==> config.mk <==
export PLATFORM = sky130hd
export DESIGN_NAME = fifo_sync_wconv
export DESIGN_NICKNAME = d
export VERILOG_FILES = /design/src/rtl/fifo_sync_wconv.sv
export SDC_FILE = /design/constraint.sdc
export NUM_CORES = 2
export LEC_CHECK = 0
export BUFFER_PORTS_ARGS = -buffer_cell sky130_fd_sc_hd__buf_2
export CAP_MARGIN = 20
export CORE_ASPECT_RATIO = 1.25
export CORE_MARGIN = 2
export CORE_UTILIZATION = 31
export CTS_CLUSTER_DIAMETER = 60
export CTS_CLUSTER_SIZE = 12
export DETAILED_ROUTE_END_ITERATION = 6
export PLACE_DENSITY = 0.51
export SLEW_MARGIN = 15
export SYNTH_ARGS = -nofsm -noshare
export SYNTH_HDL_FRONTEND = slang
export SYNTH_SLANG_ARGS = --single-unit
==> constraint.sdc <==
create_clock -name clk -period 9.3 [get_ports clk]
set_input_delay 0.465 -clock clk [delete_from_list [all_inputs] [get_ports clk]]
set_output_delay 0.465 -clock clk [all_outputs]
set_load 0.01 [all_outputs]
==> src/rtl/fifo_sync_wconv.sv <==
// Single-clock FIFO with integer-ratio width conversion and first-word-fall-through read.
// Storage entries are max(WR_WIDTH, RD_WIDTH) wide; packing or unpacking happens at the edges.
module fifo_sync_wconv #(
    parameter int DEPTH             = 64,
    parameter int WR_WIDTH          = 32,
    parameter int RD_WIDTH          = 32,
    parameter int PROG_FULL_THRESH  = 48,
    parameter int PROG_EMPTY_THRESH = 4
) (
    input  logic                    clk,
    input  logic                    rst_n,
    input  logic                    flush,
    input  logic                    wr_en,
    input  logic [WR_WIDTH-1:0]     din,
    output logic                    full,
    input  logic                    rd_en,
    output logic [RD_WIDTH-1:0]     dout,
    output logic                    empty,
    output logic [$clog2(DEPTH):0]  count,
    output logic                    prog_full,
    output logic                    prog_empty,
    output logic                    overflow,
    output logic                    underflow
);

    localparam int MEM_W = (WR_WIDTH > RD_WIDTH) ? WR_WIDTH : RD_WIDTH;
    localparam int MIN_W = (WR_WIDTH > RD_WIDTH) ? RD_WIDTH : WR_WIDTH;
    localparam int RATIO = MEM_W / MIN_W;
    localparam int AW    = $clog2(DEPTH);
    localparam int CW    = AW + 1;
    localparam int SW    = (RATIO > 1) ? $clog2(RATIO) : 1;

    logic [MEM_W-1:0]    mem [DEPTH];

    logic [AW-1:0]       wr_ptr_q;
    logic [AW-1:0]       rd_ptr_q;
    logic [CW-1:0]       count_q;
    logic [CW-1:0]       count_d;
    logic                full_q;
    logic                empty_q;
    logic                prog_full_q;
    logic                prog_empty_q;
    logic                overflow_q;
    logic                underflow_q;

    logic                wr_acc;
    logic                rd_acc;
    logic                push;
    logic                pop;
    logic [MEM_W-1:0]    push_data;
    logic [MEM_W-1:0]    head;
    logic [RD_WIDTH-1:0] head_word;

    assign wr_acc = wr_en & ~full_q;
    assign rd_acc = rd_en & ~empty_q;
    assign head   = mem[rd_ptr_q];

    generate
        if (WR_WIDTH < RD_WIDTH) begin : g_up
            // Holds the first RATIO-1 words; the last word goes straight into memory with them.
            logic [MEM_W-WR_WIDTH-1:0] stage_q;
            logic [MEM_W-WR_WIDTH-1:0] stage_d;
            logic [SW-1:0]             widx_q;
            logic [SW-1:0]             widx_d;

            assign push_data = {din, stage_q};
            assign pop       = rd_acc;
            assign head_word = head;

            always_comb begin
                stage_d = stage_q;
                widx_d  = widx_q;
                push    = 1'b0;
                if (wr_acc) begin
                    if (widx_q == SW'(RATIO - 1)) begin
                        push   = 1'b1;
                        widx_d = '0;
                    end else begin
                        stage_d[widx_q*WR_WIDTH +: WR_WIDTH] = din;
                        widx_d = widx_q + SW'(1);
                    end
                end
            end

            always_ff @(posedge clk or negedge rst_n) begin
                if (!rst_n) begin
                    stage_q <= '0;
                    widx_q  <= '0;
                end else if (flush) begin
                    stage_q <= '0;
                    widx_q  <= '0;
                end else begin
                    stage_q <= stage_d;
                    widx_q  <= widx_d;
                end
            end
        end else if (WR_WIDTH > RD_WIDTH) begin : g_dn
            // Slice index into the head entry; the entry is popped with its last slice.
            logic [SW-1:0] sidx_q;
            logic [SW-1:0] sidx_d;

            assign push      = wr_acc;
            assign push_data = din;
            assign head_word = head[sidx_q*RD_WIDTH +: RD_WIDTH];

            always_comb begin
                sidx_d = sidx_q;
                pop    = 1'b0;
                if (rd_acc) begin
                    if (sidx_q == SW'(RATIO - 1)) begin
                        pop    = 1'b1;
                        sidx_d = '0;
                    end else begin
                        sidx_d = sidx_q + SW'(1);
                    end
                end
            end

            always_ff @(posedge clk or negedge rst_n) begin
                if (!rst_n) begin
                    sidx_q <= '0;
                end else if (flush) begin
                    sidx_q <= '0;
                end else begin
                    sidx_q <= sidx_d;
                end
            end
        end else begin : g_eq
            assign push      = wr_acc;
            assign push_data = din;
            assign pop       = rd_acc;
            assign head_word = head;
        end
    endgenerate

    always_comb begin
        count_d = count_q;
        case ({push, pop})
            2'b10:   count_d = count_q + CW'(1);
            2'b01:   count_d = count_q - CW'(1);
            default: count_d = count_q;
        endcase
    end

    // Memory is deliberately left out of reset; empty gating keeps stale data off dout.
    always_ff @(posedge clk) begin
        if (push && !flush) begin
            mem[wr_ptr_q] <= push_data;
        end
    end

    always_ff @(posedge clk or negedge rst_n) begin
        if (!rst_n) begin
            wr_ptr_q     <= '0;
            rd_ptr_q     <= '0;
            count_q      <= '0;
            full_q       <= 1'b0;
            empty_q      <= 1'b1;
            prog_full_q  <= 1'b0;
            prog_empty_q <= 1'b1;
            overflow_q   <= 1'b0;
            underflow_q  <= 1'b0;
        end else if (flush) begin
            wr_ptr_q     <= '0;
            rd_ptr_q     <= '0;
            count_q      <= '0;
            full_q       <= 1'b0;
            empty_q      <= 1'b1;
            prog_full_q  <= 1'b0;
            prog_empty_q <= 1'b1;
            overflow_q   <= 1'b0;
            underflow_q  <= 1'b0;
        end else begin
            if (push) begin
                wr_ptr_q <= wr_ptr_q + AW'(1);
            end
            if (pop) begin
                rd_ptr_q <= rd_ptr_q + AW'(1);
            end
            count_q      <= count_d;
            full_q       <= (count_d == CW'(DEPTH));
            empty_q      <= (count_d == '0);
            prog_full_q  <= (count_d >= CW'(PROG_FULL_THRESH));
            prog_empty_q <= (count_d <= CW'(PROG_EMPTY_THRESH));
            overflow_q   <= overflow_q  | (wr_en & full_q);
            underflow_q  <= underflow_q | (rd_en & empty_q);
        end
    end

    assign full       = full_q;
    assign empty      = empty_q;
    assign count      = count_q;
    assign prog_full  = prog_full_q;
    assign prog_empty = prog_empty_q;
    assign overflow   = overflow_q;
    assign underflow  = underflow_q;
    assign dout       = empty_q ? '0 : head_word;

endmodule

==> flow_summary.html <==
<table>
<tr><th>Metric</th><th>Value</th></tr>
<tr><th colspan="2">Status</th></tr>
<tr><td>Result of the run</td><td>complete, no violations</td></tr>
<tr><th colspan="2">GRT</th></tr>
<tr><td>GRT Util Overall</td><td>17.4%</td></tr>
<tr><td>Most used routing layer</td><td>met2</td></tr>
<tr><td>GR Overflow Total</td><td>0</td></tr>
<tr><td>GR Layer Usage met3</td><td>2.51%</td></tr>
<tr><td>Number of global-route vias before repair</td><td>37700</td></tr>
<tr><td>Number of antenna violations at the first check in global routing</td><td>15</td></tr>
<tr><td>Global-route wire length before repair</td><td>316 mm</td></tr>
<tr><td>Global Route met2 Usage</td><td>30.5%</td></tr>
<tr><td>GR Layer Usage met1</td><td>22.5%</td></tr>
<tr><td>Largest net degree at the start of global routing</td><td>118</td></tr>
<tr><th colspan="2">Detailed routing</th></tr>
<tr><td>DR iter-0 viols</td><td>4085</td></tr>
<tr><td>Vias</td><td>36800</td></tr>
<tr><td>Antenna-violating nets left</td><td>0</td></tr>
<tr><td>Average wire per standard cell</td><td>33.2 um</td></tr>
<tr><td>Remaining routing DRC violations</td><td>0</td></tr>
<tr><td>Pre-Repair DR Iteration Count</td><td>7</td></tr>
<tr><td>Final WL</td><td>230 mm</td></tr>
<tr><td>Vias/cell</td><td>5.32</td></tr>
<tr><th colspan="2">Cells and area</th></tr>
<tr><td>Final std cell area, no fill</td><td>90600 um2</td></tr>
<tr><td>Fraction of layout cells with a size suffix above 1</td><td>32.9%</td></tr>
<tr><td>Cell Count, Final, Fillers Out</td><td>6919</td></tr>
<tr><td>Final nets</td><td>3535</td></tr>
<tr><td>Syn-to-layout area delta</td><td>13.8%</td></tr>
<tr><th colspan="2">Clock network</th></tr>
<tr><td>CTS HTree Levels</td><td>4</td></tr>
<tr><td>CTS tree</td><td>built</td></tr>
<tr><td>Cell at the root of the clock tree</td><td>sky130_fd_sc_hd__clkbuf_16</td></tr>
<tr><td>Number of buffers created by CTS</td><td>201</td></tr>
<tr><td>Sinks on the clock net</td><td>2073</td></tr>
<tr><td>Worst-skew pair later-pin latency</td><td>850 ps</td></tr>
<tr><td>Maximum root-to-sink buffer count</td><td>4</td></tr>
<tr><td>CTS clk-pin slew, worst paths</td><td>60 ps</td></tr>
<tr><th colspan="2">Critical path</th></tr>
<tr><td>Worst Setup SP</td><td>rd_ptr_q[1]</td></tr>
<tr><td>Biggest cell delay along the critical path</td><td>870 ps</td></tr>
<tr><td>CP Data Required Time</td><td>8840 ps</td></tr>
<tr><td>Type of element launching the critical path</td><td>flip-flop</td></tr>
<tr><td>Type of the worst setup path</td><td>reg -&gt; out</td></tr>
<tr><td>Critical Path AT</td><td>5110 ps</td></tr>
<tr><td>Maximum fanout along the worst path</td><td>54</td></tr>
<tr><td>Critical-path top delay cell</td><td>sky130_fd_sc_hd__dfrtp_4</td></tr>
<tr><td>Crit Reg-Reg Startpoint</td><td>full</td></tr>
<tr><td>Crit. End Element</td><td>output pin</td></tr>
<tr><td>Crit path cell chain</td><td>buf_4 &gt; buf_4 &gt; mux4_2 &gt; mux2_2 &gt; a21oi_1 &gt; a21boi_0 &gt; a22oi_1 &gt; a21oi_1 &gt; buf_2</td></tr>
<tr><th colspan="2">Place</th></tr>
<tr><td>Half-perimeter wire length after detailed placement</td><td>120 mm</td></tr>
<tr><td>Placed cell count</td><td>6632</td></tr>
<tr><td>Count of buffers from port buffering</td><td>81</td></tr>
<tr><td>Area post-placement</td><td>84800 um2</td></tr>
<tr><td>Placer congestion estimate</td><td>0.754</td></tr>
<tr><th colspan="2">Synthesis</th></tr>
<tr><td>FFs w/ async S/R, synth</td><td>1.21%</td></tr>
<tr><td>Flip-flop and latch count after synthesis</td><td>2073</td></tr>
<tr><td>Gate Count Post-Synth</td><td>3281</td></tr>
<tr><td>Number of enable-type register cells in the synthesized netlist</td><td>2048</td></tr>
<tr><td>Top-area cell type share of the netlist area</td><td>77.2%</td></tr>
<tr><td>Avg Cell Area, Syn</td><td>24.3 um2</td></tr>
<tr><td>Most frequent cells after synthesis</td><td>sky130_fd_sc_hd__edfxtp_1, sky130_fd_sc_hd__mux4_2, sky130_fd_sc_hd__nor2_1, sky130_fd_sc_hd__clkbuf_1, sky130_fd_sc_hd__buf_2</td></tr>
<tr><td>Library cells used by synthesis</td><td>54</td></tr>
<tr><td>Sequential cell area fraction in the yosys report</td><td>78.0%</td></tr>
<tr><td>Yosys warnings</td><td>0</td></tr>
<tr><td>Post-synth design cell area</td><td>79600 um2</td></tr>
<tr><td>Dominant cells by area after synthesis</td><td>sky130_fd_sc_hd__edfxtp_1, sky130_fd_sc_hd__mux4_2, sky130_fd_sc_hd__dfrtp_1</td></tr>
<tr><td>Top cell type by total area after synthesis</td><td>sky130_fd_sc_hd__edfxtp_1</td></tr>
<tr><td>Most used DFF post-synth</td><td>sky130_fd_sc_hd__edfxtp_1</td></tr>
<tr><td>Syn nets</td><td>3322</td></tr>
<tr><td>Library cell with the highest instance count after synthesis</td><td>sky130_fd_sc_hd__edfxtp_1</td></tr>
<tr><th colspan="2">STA</th></tr>
<tr><td>Min Tclk post-route</td><td>5570 ps</td></tr>
<tr><td>Ratio of final minimum period to clock period</td><td>59.9%</td></tr>
<tr><td>Fin Setup TNS</td><td>0 ps</td></tr>
<tr><td>Final hold vios</td><td>0</td></tr>
<tr><td>Maximum clock rate</td><td>0.179 GHz</td></tr>
<tr><td>Number of endpoints failing setup at the final stage</td><td>0</td></tr>
<tr><td>Setup repair after global routing missed its margin</td><td>no</td></tr>
<tr><td>Worst slew margin relative to its limit</td><td>24.5%</td></tr>
<tr><td>Clock Skews</td><td>37.9 ps</td></tr>
<tr><td>Slew @ Worst Pin</td><td>1130 ps</td></tr>
<tr><td>Pins Over Slew Limit</td><td>0</td></tr>
<tr><td>WHS</td><td>18.8 ps</td></tr>
<tr><th colspan="2">Floorplan</th></tr>
<tr><td>Effective utilization at floorplan</td><td>31.1%</td></tr>
<tr><td>Die Footprint</td><td>261000 um2</td></tr>
<tr><td>Ports</td><td>82</td></tr>
<tr><td>Die height</td><td>571 um</td></tr>
<tr><td>Die X-Extent</td><td>457 um</td></tr>
<tr><td>Number of placement rows</td><td>208</td></tr>
<tr><td>Core area</td><td>256000 um2</td></tr>
<tr><th colspan="2">Hold path</th></tr>
<tr><td>Startpoint of the lowest-slack hold path</td><td>din[6]</td></tr>
<tr><td>Tightest Hold Check Type</td><td>in -&gt; reg</td></tr>
<tr><th colspan="2">Power</th></tr>
<tr><td>Power per unit of standard cell area</td><td>219 nW/um2</td></tr>
<tr><td>Highest ir drop seen on vdd</td><td>0.160 mV</td></tr>
<tr><td>Leakage</td><td>26.4 nW</td></tr>
<tr><th colspan="2">Flow run</th></tr>
<tr><td>Number of max-capacitance violations reported</td><td>0</td></tr>
</table>
cell usage in the layout, fill, tap and decap left out, drive strengths merged, types with 3 or more instances in the layout:
master / netlist / routed
or2: 3 / 3
buf: 87 / 190
xor2: 9 / 9
o211ai: 3 / 3
a21boi: 7 / 7
nor3: 3 / 3
ha: 4 / 4
o21bai: 4 / 4
or4: 3 / 3
nor2: 108 / 108
nor2b: 34 / 34
inv: 3 / 6
a22oi: 8 / 8
mux2i: 7 / 7
xnor2: 7 / 7
edfxtp: 2048 / 2048
diode: 0 / 25
nand4: 4 / 4
dlygate4sd3: 0 / 3
a31oi: 5 / 5
a21oi: 32 / 32
mux2: 39 / 39
nand3: 6 / 6
nor4: 4 / 4
nand2b: 3 / 3
clkbuf: 96 / 232
mux4: 636 / 636
o311ai: 3 / 3
o21ai: 23 / 23
dfrtp: 23 / 23
nand2: 27 / 27
clkinv: 0 / 5
o22ai: 14 / 14
or3: 4 / 4
final timing paths:
check,to,slack [ps],cells past startpoint
max in group asynchronous,rd_ptr_q[1],8580,2
max reg2reg,mem[30][14],5030,7
min,mem[15][6],20,1
max,dout[26],3730,9
min reg2reg,underflow,500,2
min in group asynchronous,count[1],200,2
final cells by class:
class | instances | area (um2)
diodes | 25 | 62.6
clock buffers | 232 | 5270
clock inverters | 11 | 123
fillers | 23400 | 165000
inverters | 3 | 11.3
multi-input cells | 1022 | 17200
flip-flops and latches | 2073 | 62100
well taps | 3360 | 4200
repair buffers | 193 | 1640
cells by family after synthesis:
family | synth area share [%]
AO/OA/AOI/OAI | 0.866
XOR/XNOR | 0.176
adder cells (fa/ha/maj) | 0.0629
buffers and inverters | 1.00
flip-flops | 78.0
multiplexers | 18.6
AND/OR/NAND/NOR | 1.23
sequential cells by signal, indices dropped and copies added (netlist names):
register,flops
wr_ptr_q,6
empty,1
prog_empty,1
count,7
rd_ptr_q,6
overflow,1
full,1
prog_full,1
underflow,1
mem,2048
report_power, final:
group | internal, mW | switching [mW] | total [mW]
Sequential | 10.3 | 0.0656 | 10.4
Combinational | 1.07 | 1.09 | 2.16
Clock | 4.00 | 3.32 | 7.32
Total | 15.4 | 4.48 | 19.8
worst max-delay path: cells and delay by family (launching register included):
kind                   cells  cell delay (ps)
flip-flops                 1              870
buffers and inverters      3             1550
AO/OA/AOI/OAI              4             1200
multiplexers               2              500
repair_timing:
action / CTS / global route
endpoints found under the setup margin: 0 / 0
buffers inserted: 0 / 0
endpoints found under the hold margin: 25 / 0
gates resized for setup: 0 / 0
hold buffers: 3 / 0
per-layer routing:
layer,wire (um),vias to the layer above
met5,16,-
met1,92000,20800
met2,119000,1227
met3,12600,294
met4,5990,4
li1,-,14500
metrics by stage:
stage | setup slack [ps] | utilization, % | total power [mW]
2_1_floorplan | 5860 | - | 12.1
3_3_place_gp | 4510 | 33.1 | 12.8
3_5_place_dp | 4490 | 33.1 | 12.8
4_1_cts | 3590 | 35.2 | 20.1
5_1_grt | 3520 | 35.4 | 20.5
6_report | 3730 | 35.4 | 19.8
Note: power is estimated with default switching activity, not from simulation.
